File: src/rtl/keypad_scan.sv
// Scans a 4x5 active-low key matrix, debounces whole-scan results and emits one pulse per new press.
// Latency: pulse one clock after the scan wrap where the debounce count first reaches DEBOUNCE_SCANS.
// Backpressure: none; o_key_valid is a one-cycle event that the consumer must take when it fires.
module keypad_scan #(
  parameter int SCAN_DIV       = 1000,
  parameter int DEBOUNCE_SCANS = 8
) (
  input  logic       i_clk,
  input  logic       i_rstn,
  input  logic [4:0] i_col,
  output logic [3:0] o_row,
  output logic       o_key_valid,
  output logic [4:0] o_key_value
);

  localparam int SW = $clog2(SCAN_DIV);
  localparam int CW = $clog2(DEBOUNCE_SCANS + 1);
  localparam logic [4:0] KEY_NONE  = 5'd0;
  localparam logic [4:0] KEY_MULTI = 5'd31;

  typedef enum logic {
    RELEASED = 1'b0,
    PRESSED  = 1'b1
  } state_t;

  logic [4:0]    r_col_meta;
  logic [4:0]    r_col_sync;
  logic [SW-1:0] r_slot;
  logic [1:0]    r_row;
  logic [19:0]   r_acc;
  logic [4:0]    r_prev;
  logic [CW-1:0] r_cnt;
  state_t        r_state;
  logic          r_key_valid;
  logic [4:0]    r_key_value;

  logic          w_slot_last;
  logic          w_wrap;
  logic [4:0]    w_col_act;
  logic [19:0]   w_row_bits;
  logic [19:0]   w_acc_full;
  logic          w_any;
  logic          w_multi;
  logic [4:0]    w_idx;
  logic [4:0]    w_result;
  logic [CW-1:0] w_cnt_nxt;
  logic          w_stable;
  logic          w_is_key;
  state_t        w_state_nxt;
  logic          w_pulse;

  assign w_slot_last = (r_slot == SW'(SCAN_DIV - 1));
  assign w_wrap      = w_slot_last && (r_row == 2'd3);
  assign w_col_act   = ~r_col_sync;
  assign o_row       = ~(4'b0001 << r_row);
  assign o_key_valid = r_key_valid;
  assign o_key_value = r_key_value;

  // Current row's sample merged in so the wrap sees all 20 positions in one cycle.
  always_comb begin
    w_row_bits = '0;
    case (r_row)
      2'd0:    w_row_bits[4:0]   = w_col_act;
      2'd1:    w_row_bits[9:5]   = w_col_act;
      2'd2:    w_row_bits[14:10] = w_col_act;
      default: w_row_bits[19:15] = w_col_act;
    endcase
    w_acc_full = r_acc | w_row_bits;
  end

  always_comb begin
    w_any   = 1'b0;
    w_multi = 1'b0;
    w_idx   = '0;
    for (int i = 0; i < 20; i++) begin
      if (w_acc_full[i]) begin
        w_multi = w_multi | w_any;
        w_any   = 1'b1;
        w_idx   = 5'(i);
      end
    end
    if (!w_any)       w_result = KEY_NONE;
    else if (w_multi) w_result = KEY_MULTI;
    else              w_result = w_idx + 5'd1;
  end

  always_comb begin
    w_cnt_nxt = CW'(1);
    if (w_result == r_prev) begin
      w_cnt_nxt = (r_cnt == CW'(DEBOUNCE_SCANS)) ? r_cnt : r_cnt + CW'(1);
    end
    w_stable = w_wrap && (w_cnt_nxt == CW'(DEBOUNCE_SCANS));
    w_is_key = (w_result != KEY_NONE) && (w_result != KEY_MULTI);
  end

  always_comb begin
    w_state_nxt = r_state;
    w_pulse     = 1'b0;
    if (w_stable) begin
      case (r_state)
        RELEASED: begin
          if (w_is_key) begin
            w_pulse     = 1'b1;
            w_state_nxt = PRESSED;
          end
        end
        default: begin
          if (w_result == KEY_NONE) w_state_nxt = RELEASED;
        end
      endcase
    end
  end

  always_ff @(posedge i_clk or negedge i_rstn) begin
    if (!i_rstn) r_state <= RELEASED;
    else         r_state <= w_state_nxt;
  end

  always_ff @(posedge i_clk or negedge i_rstn) begin
    if (!i_rstn) begin
      r_col_meta  <= 5'h1F;
      r_col_sync  <= 5'h1F;
      r_slot      <= '0;
      r_row       <= 2'd0;
      r_acc       <= '0;
      r_prev      <= KEY_NONE;
      r_cnt       <= '0;
      r_key_valid <= 1'b0;
      r_key_value <= KEY_NONE;
    end else begin
      r_col_meta  <= i_col;
      r_col_sync  <= r_col_meta;
      r_key_valid <= w_pulse;
      if (w_pulse) r_key_value <= w_result;
      if (w_slot_last) begin
        r_slot <= '0;
        r_row  <= r_row + 2'd1;
        r_acc  <= w_wrap ? 20'd0 : w_acc_full;
      end else begin
        r_slot <= r_slot + SW'(1);
      end
      if (w_wrap) begin
        r_cnt  <= w_cnt_nxt;
        r_prev <= w_result;
      end
    end
  end

endmodule
File: config.mk
export PLATFORM = sky130hd
export DESIGN_NAME = keypad_scan
export DESIGN_NICKNAME = d
export VERILOG_FILES = /design/src/rtl/keypad_scan.sv
export SDC_FILE = /design/constraint.sdc
export NUM_CORES = 1
export LEC_CHECK = 0
export ABC_AREA = 1
export CAP_MARGIN = 15
export CORE_ASPECT_RATIO = 0.7
export CORE_MARGIN = 4
export CORE_UTILIZATION = 50
export CTS_CLUSTER_SIZE = 14
export DETAILED_ROUTE_END_ITERATION = 6
export PLACE_DENSITY = 0.77
export SYNTH_ARGS = -nofsm -noshare
export SYNTH_HDL_FRONTEND = slang
export SYNTH_SLANG_ARGS = --single-unit
File: constraint.sdc
create_clock -name i_clk -period 9.82 [get_ports i_clk]
set_input_delay 0.982 -clock i_clk [delete_from_list [all_inputs] [get_ports i_clk]]
set_output_delay 0.982 -clock i_clk [all_outputs]
set_load 0.05 [all_outputs]
==> results of run 1 <==
## registers in the layout (all words and copies together) (netlist names)
name,flops
o_key_value,5
o_key_valid,1
r_col_meta,5
r_row,2
r_state,1
r_cnt,4
r_slot,10
r_prev,5
r_acc,20
r_col_sync,5
## layout by cell type (no fill, tap or decap), types with 4 or more instances in the layout
cell	netlist	layout
sky130_fd_sc_hd__a21oi_1	26	26
sky130_fd_sc_hd__a21oi_2	6	6
sky130_fd_sc_hd__clkbuf_8	0	9
sky130_fd_sc_hd__clkdlybuf4s50_1	0	15
sky130_fd_sc_hd__dfrtp_1	48	48
sky130_fd_sc_hd__dfstp_2	10	10
sky130_fd_sc_hd__ha_1	8	8
sky130_fd_sc_hd__inv_1	67	67
sky130_fd_sc_hd__inv_2	4	4
sky130_fd_sc_hd__nand2_1	106	106
sky130_fd_sc_hd__nand3_1	26	26
sky130_fd_sc_hd__nand4_1	7	7
sky130_fd_sc_hd__nor2_1	36	36
sky130_fd_sc_hd__nor2_2	7	7
sky130_fd_sc_hd__nor3_1	19	19
sky130_fd_sc_hd__o21ai_0	12	12
sky130_fd_sc_hd__xor2_1	6	6
## per-layer routing
metal / global-route usage [%] / routed length (microns) / up-vias
li1: - / - / 1371
met1: 27.6 / 3610 / 1282
met2: 29.3 / 2840 / 92
met3: 5.06 / 381 / 12
met4: 6.64 / 88 / 0
met5: 0 / 0 / -
## final cells by class
| class | count | area, sq um | share of cell area [%] |
|---|---|---|---|
| clock buffer | 9 | 124 | 3.40 |
| clock inverter | 7 | 77.6 | 2.13 |
| inverter | 73 | 274 | 7.53 |
| multi-input combinational | 281 | 1440 | 39.6 |
| sequential | 58 | 1460 | 40.2 |
| tap | 78 | 97.6 | 2.68 |
| timing repair buffer | 17 | 163 | 4.47 |
## kinds of logic (layout without fill, tap and decap cells)
group / after synthesis / count (layout) / synth area share, %
and+or+nand+nor: 214 / 214 / 30.6
buffers and inverters: 77 / 106 / 9.05
DFF: 58 / 58 / 45.8
AOI/OAI and AO/OA: 53 / 53 / 9.68
adders and majority gates: 8 / 8 / 3.13
xor gates and xnor gates: 6 / 6 / 1.65
## stage by stage
stage / total power [uW] / utilization (%) / area, sq um
finish: 499 / 58.6 / 3640
global route: 522 / 58.6 / 3640
CTS: 504 / 58.6 / 3640
detailed placement: 276 / 55.3 / 3440
global placement: 275 / 55.3 / 3440
floorplan: 264 / - / 3190
## worst max-delay path by stage
stage,start,endpoint,slack [ns],cells after the start
CTS,r_row[0],o_key_value[0],5.81,35
floorplan,r_row[0],o_key_value[0],6.43,36
global placement,r_row[0],o_key_value[3],5.98,35
detailed placement,r_row[0],o_key_value[0],5.82,35
global route,r_row[0],o_key_value[4],5.29,35
finish,r_row[0],o_key_value[4],5.74,37
## critical path, delay by kind of cell (launching register included)
kind,cells,cell delay [ns]
simple gates,32,2.67
fa+ha+maj,2,0.54
flops,1,0.40
compound gates,1,0.20
buf+inv,2,0.15
## synthesized netlist by cell type, types with 2 or more instances
cell type	n	area share, %
sky130_fd_sc_hd__xor2_1	6	1.6
sky130_fd_sc_hd__a21oi_2	6	1.6
sky130_fd_sc_hd__nor2_2	7	1.4
sky130_fd_sc_hd__a31oi_1	2	0.39
sky130_fd_sc_hd__o21ai_1	2	0.31
sky130_fd_sc_hd__inv_1	67	7.9
sky130_fd_sc_hd__clkinv_1	2	0.24
sky130_fd_sc_hd__nand3b_1	2	0.47
sky130_fd_sc_hd__nand2_2	2	0.39
sky130_fd_sc_hd__clkbuf_1	4	0.47
sky130_fd_sc_hd__a21oi_1	26	4.1
sky130_fd_sc_hd__dfstp_2	10	8.2
sky130_fd_sc_hd__nor2_4	2	0.71
sky130_fd_sc_hd__nand2_1	106	12
sky130_fd_sc_hd__ha_1	8	3.1
sky130_fd_sc_hd__dfrtp_1	48	38
sky130_fd_sc_hd__nor3_1	19	3.0
sky130_fd_sc_hd__inv_2	4	0.47
sky130_fd_sc_hd__nor2_1	36	4.2
sky130_fd_sc_hd__nand3_1	26	4.1
sky130_fd_sc_hd__o21ai_0	12	1.9
sky130_fd_sc_hd__o22ai_1	2	0.39
sky130_fd_sc_hd__nand4_1	7	1.4
## report_power, final
part / leakage [uW] / switching (uW) / internal, uW
Sequential: 0.000762 / 0.576 / 242
Combinational: 0.00107 / 19.6 / 8.21
Clock: 0.000100 / 109 / 119
==> flow_summary.yaml, run 1 <==
critical_path:
  cp_data_arrival_time_ns: 4.32
  crit_fanout: 7
  timing.critical_path.from_type: "flip-flop"
  regToRegSetupSlack_ns: 5.74
  cpMaxStageDelayCell: "sky130_fd_sc_hd__dfrtp_1"
  crit-reg2reg-launch: "r_row[0]"
  crit-reg2reg-capture: "o_key_value[4]"
  largest_incremental_delay_on_the_critical_path_ns: 0.40
  endpoint_type_of_the_worst_setup_path: "flip-flop"
  setup.worst_path.class: "reg -> reg"
  r2r.worst_path.cells: 37
  required_ns: 10.06
  critical_path.most_common_cell: "sky130_fd_sc_hd__nand2_1"
timing:
  setup-violations-final: 0
  slew_headroom_pct: 32.1
  maxSlewViolCount: 0
  layout_worst_path_cycle_share_pct: 41.6
  fmaxAchievable_mhz: 245
  final-hold-violation-count: 0
  setup_repair_after_global_routing_missed_its_margin: "no"
  final_period_minus_worst_setup_slack_ns: 4.08
  slew_of_the_pin_with_the_lowest_slew_margin_ns: 1.01
  total_negative_setup_slacks_ns: 0
  setup_slack_ns: 5.74
  final.hold.worst_slack_ns: 0.357
  final.setup_skew_ns: 0.00737
floorplanning:
  initial_utilization_pct: 51.4
  pin_count: 17
  fp.dieArea_sq_um: 7750
  die_width_microns: 104
  die-height_microns: 74.9
  core_sq_um: 6220
  placementRows: 24
placement:
  detailedPlacementHpwl_microns: 5180
  globalplace.congestion: 0.867
  place_ws_ns: 5.82
  port_buffers: 16
  post-place-cells: 507
clocking:
  ctsHoldBuffers: 0
  post-cts-setup-buffer-count: 0
  cts.sink_count: 58
  cts.reportedPaths.clkPinSlew_ns: 0.07
  post_cts.resized_instances: 0
  cell_at_the_root_of_the_clock_tree: "sky130_fd_sc_hd__clkbuf_8"
  worst_case_clock_buffer_depth: 2
  latest_clock_arrival_within_the_worst_skew_pair_ns: 0.35
  cts.htree.levels: 3
  cts_tree: "done"
  numCtsBuffers: 9
synth:
  syn_avg_cell_area_sq_um: 7.68
  ys.warnings.count: 0
  ys_seq_elements: 58
  synth_edf_count: 0
  yosysUniqueCellTypes: 33
  yosys_most_used_dff: "sky130_fd_sc_hd__dfrtp_1"
  synthesis.instances: 416
  synth.cell_area_sq_um: 3190
  asyncSetResetFlopFracSynth_pct: 100
  syn-num-nets: 431
  ys_seq_area_share_pct: 45.8
outcome:
  outcome: "complete, no violations"
hold_path:
  timing.hold.worst.class: "reg -> reg"
  hold_depth: 0
  min_to: "r_col_sync[2]"
  worst_hold_startpoint: "r_col_meta[2]"
job:
  maxCapViolations: 0
global_routing:
  grt_start_max_net_pins: 59
  grt_first_pass_wirelength_microns: 12000
  grt_use_total_pct: 19.4
  grt_pass1_vias: 2531
  grt_antenna_before_repair: 0
  gr-total-overflow: 0
drt:
  vias: 2757
  drc_errors: 0
  ant_nets: 0
  finalWirelength_microns: 6920
  wl_per_cell_microns: 13.2
  dr.pass1.iters: 4
  drt_first_iter_violations: 254
  via_density_per_instance: 5.27
cells_and_area:
  area.growth.synth_to_final_pct: 14.0
  finalNonFillerCells: 523
  nFillCells: 532
  antenna_cells: 0
  finish.net_count: 455
  drive_gt1_share_pct: 12.4
power_and_ir_drop:
  ir_worst_vdd_uv: 113
  total_leakage_power_uw: 0.00193
  power_density_over_cell_area_nw_per_um2: 137
No activity file was read; power rests on OpenSTA's default activity.
==> run 2: changes to the inputs <==
- PLACE_DENSITY: 0.77 -> 0.8
- clock period: 9.82 -> 3.4 ns (I/O delays scaled with it)
==> run 2 against run 1 <==
The flow now finishes with violations (setup timing). Critical path type unchanged. First-iteration DRC count shrank 15%. Non-clock buffer count is 52 higher. Clock skew rose by 0.0019 ns. Register-to-register slack got worse by 6.0 ns. Combinational power increased to 4.2 times the previous value. Sequential share of layout area fell by 5.7 points. Setup slack lost 6.0 ns. Via count rose by 10%. Cell count up 9.9%. Hold slack got worse by 0.18 ns.
==> flow_summary.yaml, run 2 (synthesized netlist as in run 1, its figures left out) <==
clocking:
  worst_case_clock_buffer_depth: 2
  ctsHoldBuffers: 0
  cts.sink_count: 58
  latest_clock_arrival_within_the_worst_skew_pair_ns: 0.34
  cts.htree.levels: 3
  cts_tree: "done"
  cell_at_the_root_of_the_clock_tree: "sky130_fd_sc_hd__clkbuf_8"
  numCtsBuffers: 9
  cts.reportedPaths.clkPinSlew_ns: 0.07
floorplanning:
  fp.dieArea_sq_um: 7750
  die-height_microns: 74.9
  placementRows: 24
  core_sq_um: 6220
  die_width_microns: 104
  pin_count: 17
  initial_utilization_pct: 51.4
cells_and_area:
  layout.cells.most_common_list: "102 x sky130_fd_sc_hd__nand2_1, 64 x sky130_fd_sc_hd__inv_1, 52 x sky130_fd_sc_hd__buf_4, 48 x sky130_fd_sc_hd__dfrtp_1, 35 x sky130_fd_sc_hd__nor2_1"
  finish.net_count: 507
  area.growth.synth_to_final_pct: 32.7
  antenna_cells: 0
  largestRegisters: "r_acc: 20 flops, r_slot: 10 flops"
  mostFrequentLayoutCell: "sky130_fd_sc_hd__nand2_1"
  drive_gt1_share_pct: 26.6
  registers.top_by_ff_count: "r_acc"
  largest_register_ff_count: 20
timing:
  maxSlewViolCount: 0
  setup-violations-final: 10
  final_period_minus_worst_setup_slack_ns: 3.66
  fmaxAchievable_mhz: 273
  slew_headroom_pct: 29.6
  setup_slack_ns: -0.264
  slew_of_the_pin_with_the_lowest_slew_margin_ns: 1.06
  layout_worst_path_cycle_share_pct: 108
  final-hold-violation-count: 0
  setup_repair_after_global_routing_missed_its_margin: "yes"
  final.setup_skew_ns: 0.00924
  total_negative_setup_slacks_ns: -1.70
job:
  maxCapViolations: 0
placement:
  place_ws_ns: -0.320
  globalplace.congestion: 0.901
  port_buffers: 16
  detailedPlacementHpwl_microns: 5660
critical_path:
  setup.worst_path.class: "reg -> reg"
  timing.critical_path.from_type: "flip-flop"
  required_ns: 3.67
  crit_fanout: 6
  cp_data_arrival_time_ns: 3.94
  endpoint_type_of_the_worst_setup_path: "flip-flop"
global_routing:
  grt_first_pass_wirelength_microns: 13000
  grt_antenna_before_repair: 0
  grt_use_total_pct: 21.2
  grt_pass1_vias: 2772
  grt_start_max_net_pins: 49
  gr-total-overflow: 0
drt:
  vias: 3043
  via_density_per_instance: 5.29
  wl_per_cell_microns: 14.2
  dr.pass1.iters: 5
  ant_nets: 0
  drc_errors: 0
  finalWirelength_microns: 8190
  drt_first_iter_violations: 216
outcome:
  outcome: "finished, violations left"
  violations: "setup timing"
power_and_ir_drop:
  power_density_over_cell_area_nw_per_um2: 347
  ir_worst_vdd_uv: 355
  total_leakage_power_uw: 0.00219
hold_path:
  timing.hold.worst.class: "in -> async"
==> run 2: final timing paths <==
path / slack [ns] / to / cells past startpoint / startpoint
min reg2reg: 0.35 / r_col_sync[1] / 0 / r_col_meta[1]
min: 0.18 / r_prev[2] / 1 / i_rstn
min in group i_clk: 0.35 / r_col_sync[1] / 0 / r_col_meta[1]
max in group asynchronous: 2.46 / r_row[1] / 2 / i_rstn
max reg2reg: -0.26 / o_key_value[3] / 25 / r_row[0]
max: -0.26 / o_key_value[3] / 25 / r_row[0]
==> run 2: layout make-up <==
cell class,instances,area (sq um)
timing repair buffer,69,557
tap,78,97.6
inverter,73,274
clock inverter,4,50.0
sequential,58,1460
clock buffer,12,155
multi-input combinational,281,1640
fill,470,1980
==> run 2: critical path: stages (launching register included) <==
cell and delay [ns]:
sky130_fd_sc_hd__dfrtp_1 0.39, sky130_fd_sc_hd__inv_2 0.08, sky130_fd_sc_hd__ha_4 0.19, sky130_fd_sc_hd__a21oi_2 0.18
sky130_fd_sc_hd__buf_4 0.14, sky130_fd_sc_hd__nand2_2 0.06, sky130_fd_sc_hd__nor2_4 0.14, sky130_fd_sc_hd__nand3_4 0.13
sky130_fd_sc_hd__nor2_8 0.14, sky130_fd_sc_hd__nand2_4 0.07, sky130_fd_sc_hd__nor2_4 0.14, sky130_fd_sc_hd__nand2_1 0.06
sky130_fd_sc_hd__nand2_1 0.06, sky130_fd_sc_hd__nand3_1 0.13, sky130_fd_sc_hd__nor2_4 0.16, sky130_fd_sc_hd__nand2_1 0.13
sky130_fd_sc_hd__inv_2 0.09, sky130_fd_sc_hd__buf_4 0.12, sky130_fd_sc_hd__nand2_1 0.08, sky130_fd_sc_hd__nand3_1 0.09
sky130_fd_sc_hd__nand2_1 0.10, sky130_fd_sc_hd__nor2_4 0.22, sky130_fd_sc_hd__nand4_1 0.23, sky130_fd_sc_hd__nor2_4 0.27
sky130_fd_sc_hd__nand3_2 0.12, sky130_fd_sc_hd__nand2_1 0.08
==> run 2: stage by stage <==
step	hold WS (ns)	power, uW	instances	util (%)	instance area [sq um]
floorplan	0.0444	762	416	-	3190
global placement	0.345	812	553	60.9	3780
detailed placement	0.347	814	553	60.9	3780
CTS	0.221	1460	573	66.3	4120
global route	0.254	1520	575	68.2	4240
finish	0.178	1470	575	68.2	4240
==> run 2: timing repair <==
| item | in CTS | in global routing |
|---|---|---|
| pin swaps | 12 | 13 |
| setup endpoints to repair | 11 | 11 |
| setup buffers | 4 | 2 |
| resized for setup | 25 | 19 |
==> run 2: where the power goes <==
part           switching, uW  total, uW  internal [uW]
Combinational           70.7        117           46.7
Sequential              1.95        703            701
Clock                    271        648            377
==> run 2: layer usage <==
layer / part of all wire, % / wire length [microns] / GRT usage (%)
met4: 1.5 / 126 / 7.23
met1: 47 / 3840 / 29.1
met5: 0 / 0 / 0
met3: 6.9 / 567 / 5.31
met2: 45 / 3660 / 33.6
